### src/rtl/matrix_result_unloader.sv
//============================================================================
// Module   : matrix_result_unloader
// Desc     : Snapshots a 3x3 result matrix on capture and streams it out
//            row-major, one element per valid/ready beat. Optional trailing
//            checksum beat is enabled with macro UNLOAD_CHECKSUM_EN.
// Revision : 1.0  initial release
//============================================================================
`default_nettype none

module matrix_result_unloader #(
  parameter int DW = 10,
  parameter int IW = 4
) (
  input  logic            clk,
  input  logic            clear,
  input  logic            capture,
  input  logic [9*DW-1:0] res_flat,
  output logic [DW-1:0]   out_data,
  output logic [IW-1:0]   out_index,
  output logic            out_valid,
  output logic            out_last,
  input  logic            out_ready,
  output logic            busy,
  output logic            overrun
);

  typedef enum logic [0:0] {
    IDLE   = 1'b0,
    STREAM = 1'b1
  } state_t;

`ifdef UNLOAD_CHECKSUM_EN
  localparam logic [IW-1:0] LAST_IDX = IW'(9);
`else
  localparam logic [IW-1:0] LAST_IDX = IW'(8);
`endif

  state_t        state_q, state_d;
  logic [IW-1:0] idx_q, idx_d;
  logic          overrun_q, overrun_d;
  logic [DW-1:0] buf_q [9];
  logic [DW-1:0] buf_d [9];
  logic          load;
  logic          xfer;
  logic          is_last;
  logic [DW-1:0] elem;

  always_comb begin
    state_d   = state_q;
    idx_d     = idx_q;
    overrun_d = overrun_q;
    load      = 1'b0;
    xfer      = (state_q == STREAM) && out_ready;
    is_last   = (idx_q == LAST_IDX);
    case (state_q)
      IDLE: begin
        if (capture) begin
          load    = 1'b1;
          idx_d   = '0;
          state_d = STREAM;
        end
      end
      STREAM: begin
        if (xfer && is_last) begin
          // A capture coinciding with the final transfer chains straight on.
          if (capture) begin
            load  = 1'b1;
            idx_d = '0;
          end else begin
            state_d = IDLE;
          end
        end else begin
          if (xfer) idx_d = idx_q + IW'(1);
          if (capture) overrun_d = 1'b1;
        end
      end
      default: state_d = IDLE;
    endcase
  end

  always_comb begin
    for (int k = 0; k < 9; k++) begin
      buf_d[k] = load ? res_flat[k*DW +: DW] : buf_q[k];
    end
  end

`ifdef UNLOAD_CHECKSUM_EN
  logic [DW-1:0] chk_q, chk_d, chk_sum;

  always_comb begin
    chk_sum = '0;
    for (int k = 0; k < 9; k++) begin
      chk_sum = chk_sum + res_flat[k*DW +: DW];
    end
    chk_d = load ? chk_sum : chk_q;
  end

  always_ff @(posedge clk) begin
    if (clear) chk_q <= '0;
    else       chk_q <= chk_d;
  end

  always_comb begin
    elem = (idx_q == IW'(9)) ? chk_q : buf_q[idx_q];
  end
`else
  always_comb begin
    elem = buf_q[idx_q];
  end
`endif

  always_ff @(posedge clk) begin
    if (clear) begin
      state_q   <= IDLE;
      idx_q     <= '0;
      overrun_q <= 1'b0;
      for (int k = 0; k < 9; k++) buf_q[k] <= '0;
    end else begin
      state_q   <= state_d;
      idx_q     <= idx_d;
      overrun_q <= overrun_d;
      for (int k = 0; k < 9; k++) buf_q[k] <= buf_d[k];
    end
  end

  always_comb begin
    out_valid = (state_q == STREAM);
    out_data  = out_valid ? elem : '0;
    out_index = out_valid ? idx_q : '0;
    out_last  = out_valid && is_last;
    busy      = (state_q == STREAM);
    overrun   = overrun_q;
  end

endmodule

`default_nettype wire

### config.mk
export PLATFORM = sky130hd
export DESIGN_NAME = matrix_result_unloader
export DESIGN_NICKNAME = d
export VERILOG_FILES = /design/src/rtl/matrix_result_unloader.sv
export SDC_FILE = /design/constraint.sdc
export NUM_CORES = 1
export LEC_CHECK = 0
export CORE_MARGIN = 2
export CORE_UTILIZATION = 45
export DETAILED_ROUTE_END_ITERATION = 8
export PLACE_DENSITY = 0.74
export SLEW_MARGIN = 15
export SYNTH_ARGS = -nofsm -noshare
export SYNTH_HDL_FRONTEND = slang
export SYNTH_SLANG_ARGS = --single-unit
export TNS_END_PERCENT = 20
### constraint.sdc
create_clock -name clk -period 4.75 [get_ports clk]
set_input_delay 0.95 -clock clk [delete_from_list [all_inputs] [get_ports clk]]
set_output_delay 0.95 -clock clk [all_outputs]
set_load 0.02 [all_outputs]
==> results.json <==
{
  "outcome": "complete, no violations",
  "fmax_mhz": 275,
  "die_w_um": 105,
  "setup_violations": 0,
  "hold_buffers": 0,
  "worst_pin_slew_ns": 0.887,
  "io_buffers": 111,
  "end_kind": "primary output",
  "h-tree-depth": 3,
  "dpl_cell_area_sq_mm": 0.00583,
  "drive_gt1_frac": 0.103,
  "n_antenna_cell": 0,
  "mostFrequentLayoutCells": "clkdlybuf4s50_1 (111), and2_1 (93), edfxtp_1 (90), mux2i_1 (31), nor2_1 (29)",
  "clk_latency_ns": 0.36,
  "fin_nets": 547,
  "slew_violations": 0,
  "rsz0062_at_grt": "no",
  "fp.dieH_um": 105,
  "syn_nets": 442,
  "synthTopCellsByArea": "edfxtp_1 (58%), and2_1 (13%), mux2i_1 (6.7%), dfxtp_1 (4.3%), a2111oi_2 (3.2%)",
  "grt_pass1_vias": 2948,
  "via_per_inst": 4.92,
  "synthesis.instances": 346,
  "netlist.top_cell.by_area": "edfxtp_1",
  "crit_chain": "buf_4 -> mux2i_1 -> o22ai_1 -> a2111oi_2 -> nor2_1 -> clkdlybuf4s50_1",
  "finalCritPeriodShare": 0.764,
  "worst-r2r-setup-slack_ns": 2.38,
  "drt_iter0_drc": 84,
  "yosys.area.top_type_share": 0.584,
  "area_delta_synth_final_pct": 30.4,
  "preCtsSetupSlack_ns": 1.43,
  "final_common_cell": "clkdlybuf4s50_1",
  "r2r-end": "buf_q[5][6]",
  "reg2reg_from": "idx_q[0]",
  "rows": 37,
  "ys.warnings.count": 0,
  "vias": 2913,
  "critPathCapture": "out_data[8]",
  "initial_core_util": 0.456,
  "grt-ovfl-total": 0,
  "rr_worst_depth": 7,
  "dr.pass1.iters": 4,
  "critPathMaxStageDelay_ns": 0.61,
  "post-cts-setup-buffer-count": 0,
  "clkTransAtPathRegs_ns": 0.11,
  "cp-start-kind": "flip-flop",
  "p_per_area_mw_per_mm2": 294,
  "cp_data_arrival_time_ns": 2.68,
  "routed_wl_um": 9320,
  "place_congestion": 0.849,
  "p_leak_nw": 2.18,
  "yosysSeqAreaShare": 0.628,
  "ys_types": 31,
  "antenna_found_initial": 0,
  "groute.usage.overall": 0.167,
  "clock-root-buffer": "clkbuf_8",
  "maxCapViolations": 0,
  "ctsLongestPathBuffers": 2,
  "slew_headroom": 0.407,
  "path_class": "flip-flop to primary output",
  "hold_path.class": "flip-flop to flip-flop",
  "peakVddDrop_v": 0.000138,
  "grt_max_degree": 93,
  "hpwl_um": 6590,
  "utilization": 0.595,
  "worstPathRequired_ns": 3.80,
  "finalSetupTns_ns": 0,
  "avgSynthCellArea_sq_um": 13.4,
  "ant_nets": 0,
  "cts_tree": "built",
  "post-route-min-period_ns": 3.63,
  "design_area_sq_mm": 0.00603,
  "ys_ff_latch": 100,
  "nFillCells": 812,
  "wire_per_inst_um": 15.7,
  "cts_buffers": 9,
  "grt_pass1_wl_um": 14200,
  "drc": 0,
  "ios": 112,
  "critPathMaxFanout": 18,
  "dieArea_sq_mm": 0.0111,
  "fp.coreArea_sq_mm": 0.0101,
  "slowest_stage": "dfxtp_2",
  "clock-sinks": 100,
  "syn_area_sq_mm": 0.00463,
  "cts_resized": 0,
  "finalHoldViolCount": 0,
  "layout_setup_ws_ns": 1.12,
  "skew_ns": 0.0114
}
-- registers in the layout, indices dropped and copies added (netlist names), named ones only --
register,count
buf_q,90
busy,1
idx_q,4
overrun,1
-- how the worst min path moves through the flow --
| stage | startpoint | end | slack [ns] | cells past startpoint |
|---|---|---|---|---|
| floorplan | idx_q[3] | flip-flop | 0.47 | 2 |
| global placement | overrun | overrun | 0.46 | 2 |
| detailed placement | overrun | overrun | 0.47 | 2 |
| CTS | overrun | overrun | 0.50 | 2 |
| global route | overrun | overrun | 0.51 | 2 |
| finish | overrun | overrun | 0.50 | 2 |
-- layout make-up --
type,instances,area [sq um],share of cell area
Sequential cell,100,2900,0.482
Multi-Input combinational cell,220,1600,0.265
Timing Repair Buffer,116,1160,0.193
Tap cell,136,170,0.0282
Clock buffer,9,124,0.0205
Clock inverter,7,58.8,0.00975
Inverter,4,15.0,0.00249
-- cells by family (layout without fill, tap and decap cells) --
| logic type | Yosys count | count (layout) | synth area share |
|---|---|---|---|
| muxes | 41 | 41 | 0.0995 |
| DFF | 100 | 100 | 0.628 |
| and+or+nand+nor | 140 | 140 | 0.173 |
| buffers and inverters | 26 | 136 | 0.0287 |
| adders and majority gates | 2 | 2 | 0.00541 |
| AOI/OAI and AO/OA | 37 | 37 | 0.0655 |
-- power by group --
part	switching [W]	leakage, nW	internal, W
Combinational	0.0000927	1.03	0.000132
Clock	0.000305	0.0925	0.000200
Sequential	0.0000212	1.05	0.00102
Total	0.000418	2.18	0.00135
-- cell usage after synthesis (all sizes together) --
library cell and count:
mux2i 31, nor2 30, nor3 1, dfxtp 10
ha 2, edfxtp 90, or3 2, o22ai 10
a2111oi 10, nand2b 2, mux2 10, nor3b 1
nand3 2, buf 10, clkbuf 12, or2 2
and3b 1, o21ai 12, inv 4, and2 93
a21oi 4, a31oi 1, nand2 4, and4b 1
nor2b 1
-- stage by stage --
| stage | total power [W] | hold slack (ns) | cells |
|---|---|---|---|
| CTS | 0.00179 | 0.497 | 591 |
| global placement | 0.00128 | 0.456 | 575 |
| detailed placement | 0.00129 | 0.469 | 575 |
| finish | 0.00177 | 0.497 | 592 |
| global route | 0.00184 | 0.513 | 592 |
| floorplan | 0.00117 | 0.471 | 346 |
-- critical path, delay by kind of cell (launching register included) --
family	cells	cell delay, ns
flip-flops	1	0.61
buffers and inverters	2	0.93
multiplexers	1	0.25
AO/OA/AOI/OAI	2	0.43
AND/OR/NAND/NOR	1	0.08
-- per-layer routing --
layer | vias up | GRT usage | share of wire
li1 | 1441 | - | -
met1 | 1384 | 0.201 | 0.43
met2 | 74 | 0.296 | 0.50
met3 | 14 | 0.0272 | 0.042
met4 | 0 | 0.0705 | 0.020
met5 | - | 0 | 0
(Power assumes the default switching activity.)
